### src/rtl/posit_mul_seq.sv
// Sequencer feeding a bit-serial posit-weight multiplier: latches an activation, streams
// the weight MSB first, collects the product. Optional WAIT timeout: POSIT_SEQ_TIMEOUT_EN.
module posit_mul_seq #(
  parameter int unsigned ACT_WIDTH = 16,
  parameter int unsigned EXP_WIDTH = 5,
  parameter int unsigned MAN_WIDTH = 10,
  parameter int unsigned W_MAX     = 8,
  parameter int unsigned TIMEOUT   = 32
) (
  input  logic                   clk,
  input  logic                   rst,
  input  logic                   cfg_valid,
  input  logic [3:0]             cfg_precision,
  output logic                   cfg_ready,
  input  logic                   req_valid,
  input  logic [ACT_WIDTH-1:0]   req_act,
  input  logic [W_MAX-1:0]       req_w,
  output logic                   req_ready,
  output logic [ACT_WIDTH-1:0]   mul_act,
  output logic                   mul_w,
  output logic                   mul_valid,
  output logic                   mul_set,
  output logic [3:0]             mul_precision,
  input  logic                   mul_sign,
  input  logic [EXP_WIDTH-1:0]   mul_exp,
  input  logic [MAN_WIDTH+3:0]   mul_man,
  input  logic                   mul_done,
  output logic                   res_valid,
  input  logic                   res_ready,
  output logic                   res_sign,
  output logic [EXP_WIDTH-1:0]   res_exp,
  output logic [MAN_WIDTH+3:0]   res_man,
  output logic                   busy,
  output logic                   err
);

  localparam int unsigned RES_MAN_W = MAN_WIDTH + 4;
  localparam int unsigned CNT_W     = $clog2(W_MAX + 1);

  typedef enum logic [2:0] {IDLE, SET, STREAM, WAIT, OUT} state_t;

  state_t                 state_q, state_d;
  logic [3:0]             prec_q, prec_d;
  logic                   needs_set_q, needs_set_d;
  logic [CNT_W-1:0]       cnt_q, cnt_d;
  logic [W_MAX-1:0]       shreg_q, shreg_d;
  logic [ACT_WIDTH-1:0]   act_d;
  logic                   w_d, valid_d, set_d;
  logic                   res_valid_d, res_sign_d;
  logic [EXP_WIDTH-1:0]   res_exp_d;
  logic [RES_MAN_W-1:0]   res_man_d;
  logic [3:0]             cfg_clamped_c;

`ifdef POSIT_SEQ_TIMEOUT_EN
  localparam int unsigned TW = $clog2(TIMEOUT + 1);
  logic [TW-1:0] timer_q, timer_d;
  logic          err_d;
`else
  assign err = 1'b0;
`endif

  // cfg wins over a simultaneous request
  assign req_ready     = cfg_ready & ~cfg_valid;
  assign mul_precision = prec_q;

  // Clamp requested precision into [2, W_MAX]
  always_comb begin
    cfg_clamped_c = cfg_precision;
    if (cfg_precision < 4'd2)
      cfg_clamped_c = 4'd2;
    else if (32'(cfg_precision) > W_MAX)
      cfg_clamped_c = 4'(W_MAX);
  end

  // Next-state and next-output logic
  always_comb begin
    state_d     = state_q;
    prec_d      = prec_q;
    needs_set_d = needs_set_q;
    cnt_d       = cnt_q;
    shreg_d     = shreg_q;
    act_d       = mul_act;
    w_d         = 1'b0;
    valid_d     = 1'b0;
    set_d       = 1'b0;
    res_valid_d = res_valid;
    res_sign_d  = res_sign;
    res_exp_d   = res_exp;
    res_man_d   = res_man;
`ifdef POSIT_SEQ_TIMEOUT_EN
    timer_d     = timer_q;
    err_d       = err;
`endif
    case (state_q)
      IDLE: begin
        if (cfg_valid) begin
          prec_d      = cfg_clamped_c;
          needs_set_d = 1'b1;
        end else if (req_valid) begin
          act_d = req_act;
          cnt_d = CNT_W'(prec_q - 4'd1);
          if (needs_set_q) begin
            state_d = SET;
            set_d   = 1'b1;
            shreg_d = req_w;
          end else begin
            state_d = STREAM;
            valid_d = 1'b1;
            w_d     = req_w[W_MAX-1];
            shreg_d = {req_w[W_MAX-2:0], 1'b0};
          end
        end
      end
      SET: begin
        needs_set_d = 1'b0;
        state_d     = STREAM;
        valid_d     = 1'b1;
        w_d         = shreg_q[W_MAX-1];
        shreg_d     = {shreg_q[W_MAX-2:0], 1'b0};
      end
      STREAM: begin
        // cnt_q counts bits still to send after the one on the wire
        if (cnt_q == CNT_W'(0)) begin
          if (mul_done) begin
            state_d     = OUT;
            res_valid_d = 1'b1;
            res_sign_d  = mul_sign;
            res_exp_d   = mul_exp;
            res_man_d   = mul_man;
          end else begin
            state_d = WAIT;
`ifdef POSIT_SEQ_TIMEOUT_EN
            timer_d = '0;
`endif
          end
        end else begin
          valid_d = 1'b1;
          w_d     = shreg_q[W_MAX-1];
          shreg_d = {shreg_q[W_MAX-2:0], 1'b0};
          cnt_d   = cnt_q - CNT_W'(1);
        end
      end
      WAIT: begin
        if (mul_done) begin
          state_d     = OUT;
          res_valid_d = 1'b1;
          res_sign_d  = mul_sign;
          res_exp_d   = mul_exp;
          res_man_d   = mul_man;
        end
`ifdef POSIT_SEQ_TIMEOUT_EN
        else if (timer_q == TW'(TIMEOUT - 1)) begin
          err_d   = 1'b1;
          state_d = IDLE;
        end else begin
          timer_d = timer_q + TW'(1);
        end
`endif
      end
      OUT: begin
        if (res_ready) begin
          res_valid_d = 1'b0;
          state_d     = IDLE;
        end
      end
      default: state_d = IDLE;
    endcase
  end

  always_ff @(posedge clk) begin
    if (rst) begin
      state_q     <= IDLE;
      prec_q      <= 4'd4;
      needs_set_q <= 1'b1;
      cnt_q       <= '0;
      shreg_q     <= '0;
      mul_act     <= '0;
      mul_w       <= 1'b0;
      mul_valid   <= 1'b0;
      mul_set     <= 1'b0;
      res_valid   <= 1'b0;
      res_sign    <= 1'b0;
      res_exp     <= '0;
      res_man     <= '0;
      busy        <= 1'b0;
      cfg_ready   <= 1'b1;
`ifdef POSIT_SEQ_TIMEOUT_EN
      timer_q     <= '0;
      err         <= 1'b0;
`endif
    end else begin
      state_q     <= state_d;
      prec_q      <= prec_d;
      needs_set_q <= needs_set_d;
      cnt_q       <= cnt_d;
      shreg_q     <= shreg_d;
      mul_act     <= act_d;
      mul_w       <= w_d;
      mul_valid   <= valid_d;
      mul_set     <= set_d;
      res_valid   <= res_valid_d;
      res_sign    <= res_sign_d;
      res_exp     <= res_exp_d;
      res_man     <= res_man_d;
      busy        <= (state_d != IDLE);
      cfg_ready   <= (state_d == IDLE);
`ifdef POSIT_SEQ_TIMEOUT_EN
      timer_q     <= timer_d;
      err         <= err_d;
`endif
    end
  end

endmodule

### config.mk
export PLATFORM = sky130hd
export DESIGN_NAME = posit_mul_seq
export DESIGN_NICKNAME = d
export VERILOG_FILES = /design/src/rtl/posit_mul_seq.sv
export SDC_FILE = /design/constraint.sdc
export NUM_CORES = 1
export LEC_CHECK = 0
export ABC_AREA = 1
export CORE_MARGIN = 1
export CORE_UTILIZATION = 23
export CTS_CLUSTER_DIAMETER = 120
export CTS_CLUSTER_SIZE = 40
export DETAILED_ROUTE_END_ITERATION = 12
export PLACE_DENSITY = 0.53
export SYNTH_ARGS = -nofsm -noshare
export SYNTH_HDL_FRONTEND = slang
export SYNTH_SLANG_ARGS = --single-unit
### constraint.sdc
create_clock -name clk -period 1.49 [get_ports clk]
set_input_delay 0.298 -clock clk [delete_from_list [all_inputs] [get_ports clk]]
set_output_delay 0.298 -clock clk [all_outputs]
set_load 0.005 [all_outputs]
* Yosys cells after proc, flatten, opt, wreduce, memory -nomap -nowiden
Cells that the tools add are included.
** Cells by class
- Add/sub/neg operators :: 2
- Order comparisons :: 2
- Eq/ne operators :: 10
- Multiplexer cells :: 45
- Bitwise logic cells :: 4
- Reduce and logical (&&, ||, !) cells :: 17
** Operators by type and width (number)
- 8-bit 2-to-1 mux :: 4
- 14-bit 2-to-1 mux :: 2
- 14-bit case mux with 2 select lines :: 1
- 8-bit case mux with 3 select lines :: 1
- 4-bit 2-to-1 mux :: 5
- 3-bit 2-to-1 mux :: 6
- 1-bit 2-to-1 mux :: 15
- 3-bit case mux with 5 select lines :: 1
- 2-bit != test (second input constant) :: 6
- 5-bit 2-to-1 mux :: 2
- 5-bit case mux with 2 select lines :: 1
- 1-bit case mux with 3 select lines :: 3
- 3-bit nonzero test :: 3
- 4-bit case mux with 2 select lines :: 1
- 4-bit AND reduction :: 2
- 4-bit by 1-bit subtractor with 4-bit output (second input constant) :: 2
- 3-bit by 2-bit equality test with 1-bit output (second input constant) :: 2
- 3-bit zero test :: 2
- 2-bit AND reduction :: 3
- 3-bit AND reduction :: 2
- 2-bit nonzero test :: 3
- 4-bit greater-than comparator (second input constant) :: 1
- 4-bit zero test :: 1
- 4-bit by 2-bit < comparator with 1-bit output (second input constant) :: 1
- other kinds (7) :: 10
** Storage, ports and cells
- Register bits after elaboration :: 62
- Input bits :: 54
- Output and inout bits :: 48
- Word-level logic and storage cells :: 95

* Logic depth before layout (Yosys ltp)
Gate-level depths: netlist of run 1.
- Depth after elaboration :: 5
- Depth in mapped cells :: 10
- Gate-level depth less buffers :: 9

* Worst setup path before layout of run 1
No wires, ideal clock.
- Kind :: register to register
- Start :: register state_q[1]
- End :: register shreg_q[4]
- Setup time :: 117 ps
- Data arrival time :: 1229 ps
- Required time :: 1373 ps
- Setup slack :: 145 ps
- Cell stages (with the launch flop) :: 9
- Path buffers :: 1
- Period minus slack after synthesis :: 1345 ps
- Cell sequence :: dfxtp_1 -> nor2_1 -> nand2_2 -> nor2_1 -> nor2_4 -> nand2_4 -> buf_6 -> nor3_1 -> nor2_1
** Between the ends
- Cells in the longest elaborated chain, start to end :: 3
- Elaborated cells on any way between the ends :: 9
- Those cells by class :: eq/ne: 5; mux: 1; reduce/logical: 3
** Ends and longest elaborated chain
- from (decl) :: RTL line 42 : state_t state_q, state_d;
- from (signal assigned) :: RTL line 192 : state_q <= state_d;
- 3-bit by 2-bit equality test with 1-bit output, or another cell as far along :: RTL line 94 : case (state_q)
- 2-bit != test (no source line) / 3-bit nonzero test (equally long branches)
- 4-bit AND reduction (no source line)
- to (signal assigned) :: RTL line 196 : shreg_q <= shreg_d;
- to (decl) :: RTL line 46 : logic [W_MAX-1:0] shreg_q, shreg_d;
Parallel ways exist; a longest one is shown, timed or not.
A chain may end at the register's enable or synchronous reset.

* Worst setup path after layout of run 1
- Start :: register mul_act[12]
- End :: output mul_act[12]
** RTL lines
- from (decl) :: RTL line 19 : output logic [ACT_WIDTH-1:0] mul_act,
- from (signal assigned) :: RTL line 197 : mul_act <= act_d;
No word-level cell between the ends.

==> reports/metrics.yaml, run 1 <==
finish:
  area.sequential_mm2: 0.00124
  n_fill_cell: 1157
  multiInputGateArea_mm2: 0.00120
  syn_to_final_growth_pct: 64.7
  layout-drive-gt1-share: 0.131
  antenna_cells: 0
  final_nets: 540
  post_layout_nonfiller_instances: 630
pwr:
  power.ir.vdd_worst_mv: 0.608
  cellLeakagePower_nw: 2.36
  pwr_density_cell_mw_per_mm2: 1180
synthesis:
  postSynth.asyncResetShare: 0
  synth_cell_types: 30
  ys_seq_area_frac: 0.467
  yosysMostFrequentCell: "sky130_fd_sc_hd__nand2_1"
  synth.yosys.warnings: 0
  number_of_enable_type_register_cells_in_the_synthesized_netlist: 0
  synth.largest_area_cell: "sky130_fd_sc_hd__dfxtp_1"
  synth.top_cells.by_area: "sky130_fd_sc_hd__dfxtp_1 (47%), sky130_fd_sc_hd__nand2_1 (11%), sky130_fd_sc_hd__nor2_1 (7.5%)"
  synthFlopType: "sky130_fd_sc_hd__dfxtp_1"
  synth_seq_cells: 62
  postSynthNetCount: 421
  synthesis.area_mm2: 0.00266
  netlist.area_leader.share: 0.467
  syn-instance-count: 366
  netlist_top_cells_count: "sky130_fd_sc_hd__nand2_1 (78), sky130_fd_sc_hd__dfxtp_1 (62), sky130_fd_sc_hd__nor2_1 (53), sky130_fd_sc_hd__a21oi_1 (32), sky130_fd_sc_hd__nand3_1 (31)"
  postSynthAreaPerCell_um2: 7.26
setup_path:
  critPathArrivalTime_ps: 1150
  timing.critical_path.cells: "clkdlybuf4s50_1"
  critical_path.n_buffers_inverters: 1
  worst_path_dominant_cell_family: "buffers and inverters"
  worst_setup_path_class: "register to output pin"
  timing.critical_path.required_ps: 1190
  critical_path_depth: 1
  cp-start-kind: "register"
  crit_path_max_incr_delay_ps: 510
  worst_path_max_delay_cell: "sky130_fd_sc_hd__clkdlybuf4s50_1"
  rr_worst_depth: 7
  timing.critical_path.fanout_max: 2
  worstSetupEndpointType: "output pin"
timing:
  report.final.slew_viol_count: 0
  unrepaired_setup_endpoints_after_global_routing: "false"
  clock.fmax_ghz: 0.690
  period_needed_ps: 1450
  final_period_utilization: 0.972
  finalHoldViolCount: 0
  setup_violations: 0
  setup_tns_ps: 0
  timing.clock.skew_ps: 5.48
hold_path:
  whs_path_depth: 2
  hp-class: "register to register"
global_route:
  antenna_found_initial: 0
  grt.overflow.total: 0
  grt_pass1_vias: 2554
  wire_length_of_the_first_global_routing_pass_um: 11900
  grt_start_max_net_pins: 22
  grt_usage: 0.129
die:
  std_cell_rows: 38
  number_of_top_level_design_ports: 102
  die_y_um: 109
  die_x_um: 109
  die-area_mm2: 0.0120
  floorplan.initialDensity: 0.241
  floorplan.core_area_mm2: 0.0110
clocking:
  ctsRootBufferMaster: "sky130_fd_sc_hd__clkbuf_16"
  clock_tree.htree_level_count: 3
  post-cts-setup-buffer-count: 0
  cts_num_sinks: 62
  cts_tree: "yes"
  number_of_buffers_created_by_cts: 9
  clk-insertion-delay-late_ps: 320
  worst_setup_hold_path_clk_slew_ps: 60
  cts_max_path_buffers: 2
  cts-hold-fix-buffers: 0
drt:
  drc_errors: 0
  vias: 2710
  drt.antenna.violating_nets: 0
  routedWlPerCell_um: 11.7
  drt-initial-drc-count: 114
  drt-total-wl_um: 7380
  viasPerCell: 4.30
  drt-pass1-iter-count: 4
placement:
  gp_routability_congestion: 0.735
  io_buffer_count: 100
  instance_count_after_placement_with_tap_cells_included: 614
  dp_hpwl_um: 5430
job:
  max-cap-violations: 0
outcome:
  status: "complete, no violations"
[layer usage]
| layer | wire length, µm | track usage | vias up |
|---|---|---|---|
| li1 | - | - | 1413 |
| met3 | 688 | 0.0486 | 4 |
| met5 | 0 | 0 | - |
| met4 | 55 | 0.0514 | 0 |
| met2 | 3300 | 0.203 | 91 |
| met1 | 3340 | 0.158 | 1202 |
[what timing repair did]
item | 4_1_cts | 5_1_grt
resized for setup | 3 | 41
setup endpoints to repair | 3 | 59
cloned | 0 | 0
[power breakdown]
part | internal [W] | total, W | switching (W)
sequential | 0.00180 | 0.00186 | 0.0000636
clock | 0.00147 | 0.00225 | 0.000779
combinational | 0.000517 | 0.00105 | 0.000536
[final timing paths]
kind	start	to	slack [ps]
worst max-delay path	mul_act[12]	mul_act[12]	40
worst min-delay path	res_exp[1]	res_exp[1]	450
worst max register to register	state_q[2]	cnt_q[2]	120
worst min register to register	res_exp[1]	res_exp[1]	450
[cell usage in the layout (no fill, tap or decap), types with 22 or more instances in the layout]
cell type                          n
sky130_fd_sc_hd__a21oi_1          32
sky130_fd_sc_hd__buf_4            22
sky130_fd_sc_hd__clkdlybuf4s50_1  64
sky130_fd_sc_hd__dfxtp_1          59
sky130_fd_sc_hd__dlymetal6s2s_1   34
sky130_fd_sc_hd__inv_1            30
sky130_fd_sc_hd__nand2_1          78
sky130_fd_sc_hd__nand3_1          31
sky130_fd_sc_hd__nor2_1           51
sky130_fd_sc_hd__o21ai_0          27
[layout make-up]
class	count	area share
inverter	34	0.0303
tap	140	0.0400
sequential	62	0.284
clock inverter	7	0.0223
timing repair buffer	125	0.297
clock buffer	9	0.0514
multi-input combinational	253	0.275
[cells by family after synthesis]
logic type	after synthesis	share of synthesized area
buf+inv	51	0.0838
compound gates	67	0.130
xor+xnor	1	0.00330
fa+ha+maj	1	0.00471
flops	62	0.467
simple gates	183	0.309
other cells	1	0.00141
[flip-flops by register name, indices dropped and copies added (netlist names)]
| signal | count |
|---|---|
| mul_w | 1 |
| cnt_q | 4 |
| mul_precision | 4 |
| shreg_q | 8 |
| mul_set | 1 |
| needs_set_q | 1 |
| res_exp | 5 |
| res_valid | 1 |
| mul_act | 16 |
| mul_valid | 1 |
| res_man | 14 |
| res_sign | 1 |
| busy | 1 |
| state_q | 3 |
| cfg_ready | 1 |
[per-stage QoR]
step                      power [W]  utilization  worst slack (ps)  hold WS, ps  instance area [µm²]
after floorplan             0.00246            -               145          420                 2660
after global placement      0.00296        0.359              -186          448                 3960
after detailed placement    0.00298        0.359              -194          449                 3960
after CTS                   0.00526        0.388         -0.000888          458                 4280
after global routing        0.00546        0.397              1.64          470                 4380
final                       0.00516        0.397              41.6          455                 4380
No activity file was read; power rests on OpenSTA's default activity.
==> inputs of run 2 (changes only) <==
Settings changed: GPL_TIMING_DRIVEN set to 0.
Clock period 1.49 ns to 1.6 ns, I/O delays scaled along.
==> reports/metrics.yaml, run 2 (synthesis gave the netlist of run 1 again) <==
pwr:
  switching_power_w: 0.00126
  total_power_w: 0.00447
  power.ir.vdd_worst_mv: 0.458
  p_int_w: 0.00321
  pwr_density_cell_mw_per_mm2: 1080
  pwr-share-comb: 0.213
  clockPowerShare: 0.398
  cellLeakagePower_nw: 1.69
  power.switching_fraction: 0.282
  power.share.sequential: 0.389
hold_path:
  whs_path_depth: 2
  hp-class: "register to register"
  endpoint_with_the_worst_hold_slack: "res_exp[3]"
  hold_path_startpoint: "res_exp[3]"
setup_path:
  rr_worst_depth: 9
  worst_path_max_delay_cell: "sky130_fd_sc_hd__clkdlybuf4s50_1"
  critPathArrivalTime_ps: 1230
  critical_path.reg2reg.endpoint: "shreg_q[5]"
  worstSetupEndpointType: "output pin"
  timing.critical_path.required_ps: 1280
  worst_setup_path_class: "register to output pin"
  crit_path_max_incr_delay_ps: 520
  timing.critical_path.cells: "clkdlybuf4s50_1"
  ff2ff_setup_slack_ps: 90
  worst_path_dominant_cell_family: "buffers and inverters"
  cp-start-kind: "register"
  timing.critical_path.fanout_max: 3
  reg2reg_from: "state_q[0]"
  critical_path.n_buffers_inverters: 1
global_route:
  globalRouteMet1Util: 0.159
  grt_use_met2: 0.203
  wire_length_of_the_first_global_routing_pass_um: 12000
  antenna_found_initial: 0
  grt.overflow.total: 0
  grt_start_max_net_pins: 11
  grt_usage: 0.131
  globalRouteMet3Util: 0.0557
  top_usage_layer: "met2"
  grt_pass1_vias: 2502
placement:
  dp_hpwl_um: 5570
  gp_routability_congestion: 0.816
  instance_count_after_placement_with_tap_cells_included: 606
  io_buffer_count: 100
  placement.cell_area_mm2: 0.00383
finish:
  top_register: "mul_act"
  final_cell_mix: "sky130_fd_sc_hd__clkdlybuf4s50_1 (98), sky130_fd_sc_hd__nand2_1 (77), sky130_fd_sc_hd__dfxtp_1 (60)"
  n_fill_cell: 1179
  final_common_cell: "sky130_fd_sc_hd__clkdlybuf4s50_1"
  syn_to_final_growth_pct: 55.4
  final_nets: 532
  layout-drive-gt1-share: 0.104
  postLayoutCellArea_mm2: 0.00413
  antenna_cells: 0
  multiInputGateArea_mm2: 0.00121
  largest_register_ff_count: 16
  area.sequential_mm2: 0.00124
  post_layout_nonfiller_instances: 622
  biggestRegsByFlops: "mul_act x16, res_man x14, shreg_q x8"
drt:
  viasPerCell: 4.25
  drt.antenna.violating_nets: 0
  drt-pass1-iter-count: 4
  drc_errors: 0
  drt-initial-drc-count: 114
  routedWlPerCell_um: 12.2
  drt-total-wl_um: 7570
  vias: 2641
timing:
  final_period_utilization: 0.967
  worst_slew_margin_rel: 0.660
  unrepaired_setup_endpoints_after_global_routing: "true"
  clock.fmax_ghz: 0.646
  setup_tns_ps: 0
  finalHoldViolCount: 0
  hold-worst-slack_ps: 460
  worst_pin_slew_ps: 510
  timing.clock.skew_ps: 4.71
  period_needed_ps: 1550
  report.final.slew_viol_count: 0
  setup_violations: 0
clocking:
  clk-insertion-delay-late_ps: 330
  clock_tree.htree_level_count: 3
  number_of_buffers_created_by_cts: 9
  cts-hold-fix-buffers: 0
  ctsRootBufferMaster: "sky130_fd_sc_hd__clkbuf_16"
  worst_setup_hold_path_clk_slew_ps: 60
  cts_num_sinks: 62
  post-cts-setup-buffer-count: 0
  cts_tree: "yes"
  cts_max_path_buffers: 2
die:
  floorplan.core_area_mm2: 0.0110
  die_x_um: 109
  floorplan.initialDensity: 0.241
  die_y_um: 109
  std_cell_rows: 38
  die-area_mm2: 0.0120
  number_of_top_level_design_ports: 102
outcome:
  status: "complete, no violations"
job:
  max-cap-violations: 0
==> run 2: cell types whose count changed in the layout (fill, tap and decap cells not counted), moves of 3 or more <==
cell,change
sky130_fd_sc_hd__buf_2,+3
sky130_fd_sc_hd__clkbuf_1,+7
sky130_fd_sc_hd__buf_4,-20
sky130_fd_sc_hd__dlymetal6s2s_1,-34
sky130_fd_sc_hd__clkbuf_2,+5
sky130_fd_sc_hd__clkdlybuf4s50_1,+34
==> run 2: power groups by stage <==
stage                     Combinational, W  Clock (W)  Sequential, W
after floorplan                   0.000527          0        0.00177
after global placement            0.000942          0        0.00177
after detailed placement          0.000947          0        0.00177
after CTS                         0.000950    0.00184        0.00174
after global routing               0.00107    0.00189        0.00175
final                             0.000952    0.00178        0.00174
==> run 2: what timing repair did <==
action                     in CTS  in global routing
resized for setup               4                 16
setup endpoints to repair      22                 35
gates cloned                    0                  0
==> run 2: routing by layer <==
layer  vias to the layer above  share of wire
met2                        74           0.43
li1                       1401              -
met4                         0          0.016
met3                         9          0.093
met1                      1157           0.46
met5                         -              0
==> run 2: layout make-up <==
| cell class | instances | area share |
|---|---|---|
| sequential | 62 | 0.301 |
| timing repair buffer | 100 | 0.242 |
| tap | 140 | 0.0424 |
| multi-input combinational | 253 | 0.293 |
| buffer | 17 | 0.0233 |
| clock buffer | 12 | 0.0597 |
| inverter | 34 | 0.0327 |
| clock inverter | 4 | 0.00545 |
==> run 2: worst max path at each step <==
| stage | startpoint | endpoint | slack [ps] | cells past startpoint |
|---|---|---|---|---|
| after floorplan | state_q[1] | shreg_q[4] | 250 | 8 |
| after global placement | rst | res_man[3] | -380 | 4 |
| after detailed placement | rst | res_man[1] | -390 | 4 |
| after CTS | mul_precision[2] | mul_precision[2] | 30 | 1 |
| after global routing | state_q[0] | shreg_q[5] | -6 | 9 |
| final | mul_precision[2] | mul_precision[2] | 50 | 1 |
==> run 2: metrics by stage <==
step,setup WS (ps),utilization
floorplan,255,-
global placement,-378,0.348
detailed placement,-389,0.348
CTS,25.9,0.372
global route,-6.20,0.374
finish,52.3,0.374
==> run 2: worst min-delay path: cells and delay by family, from the launching register on <==
family | cells | cell delay (ps)
AOI/OAI and AO/OA | 1 | 50
DFF | 1 | 300
and+or+nand+nor | 1 | 60
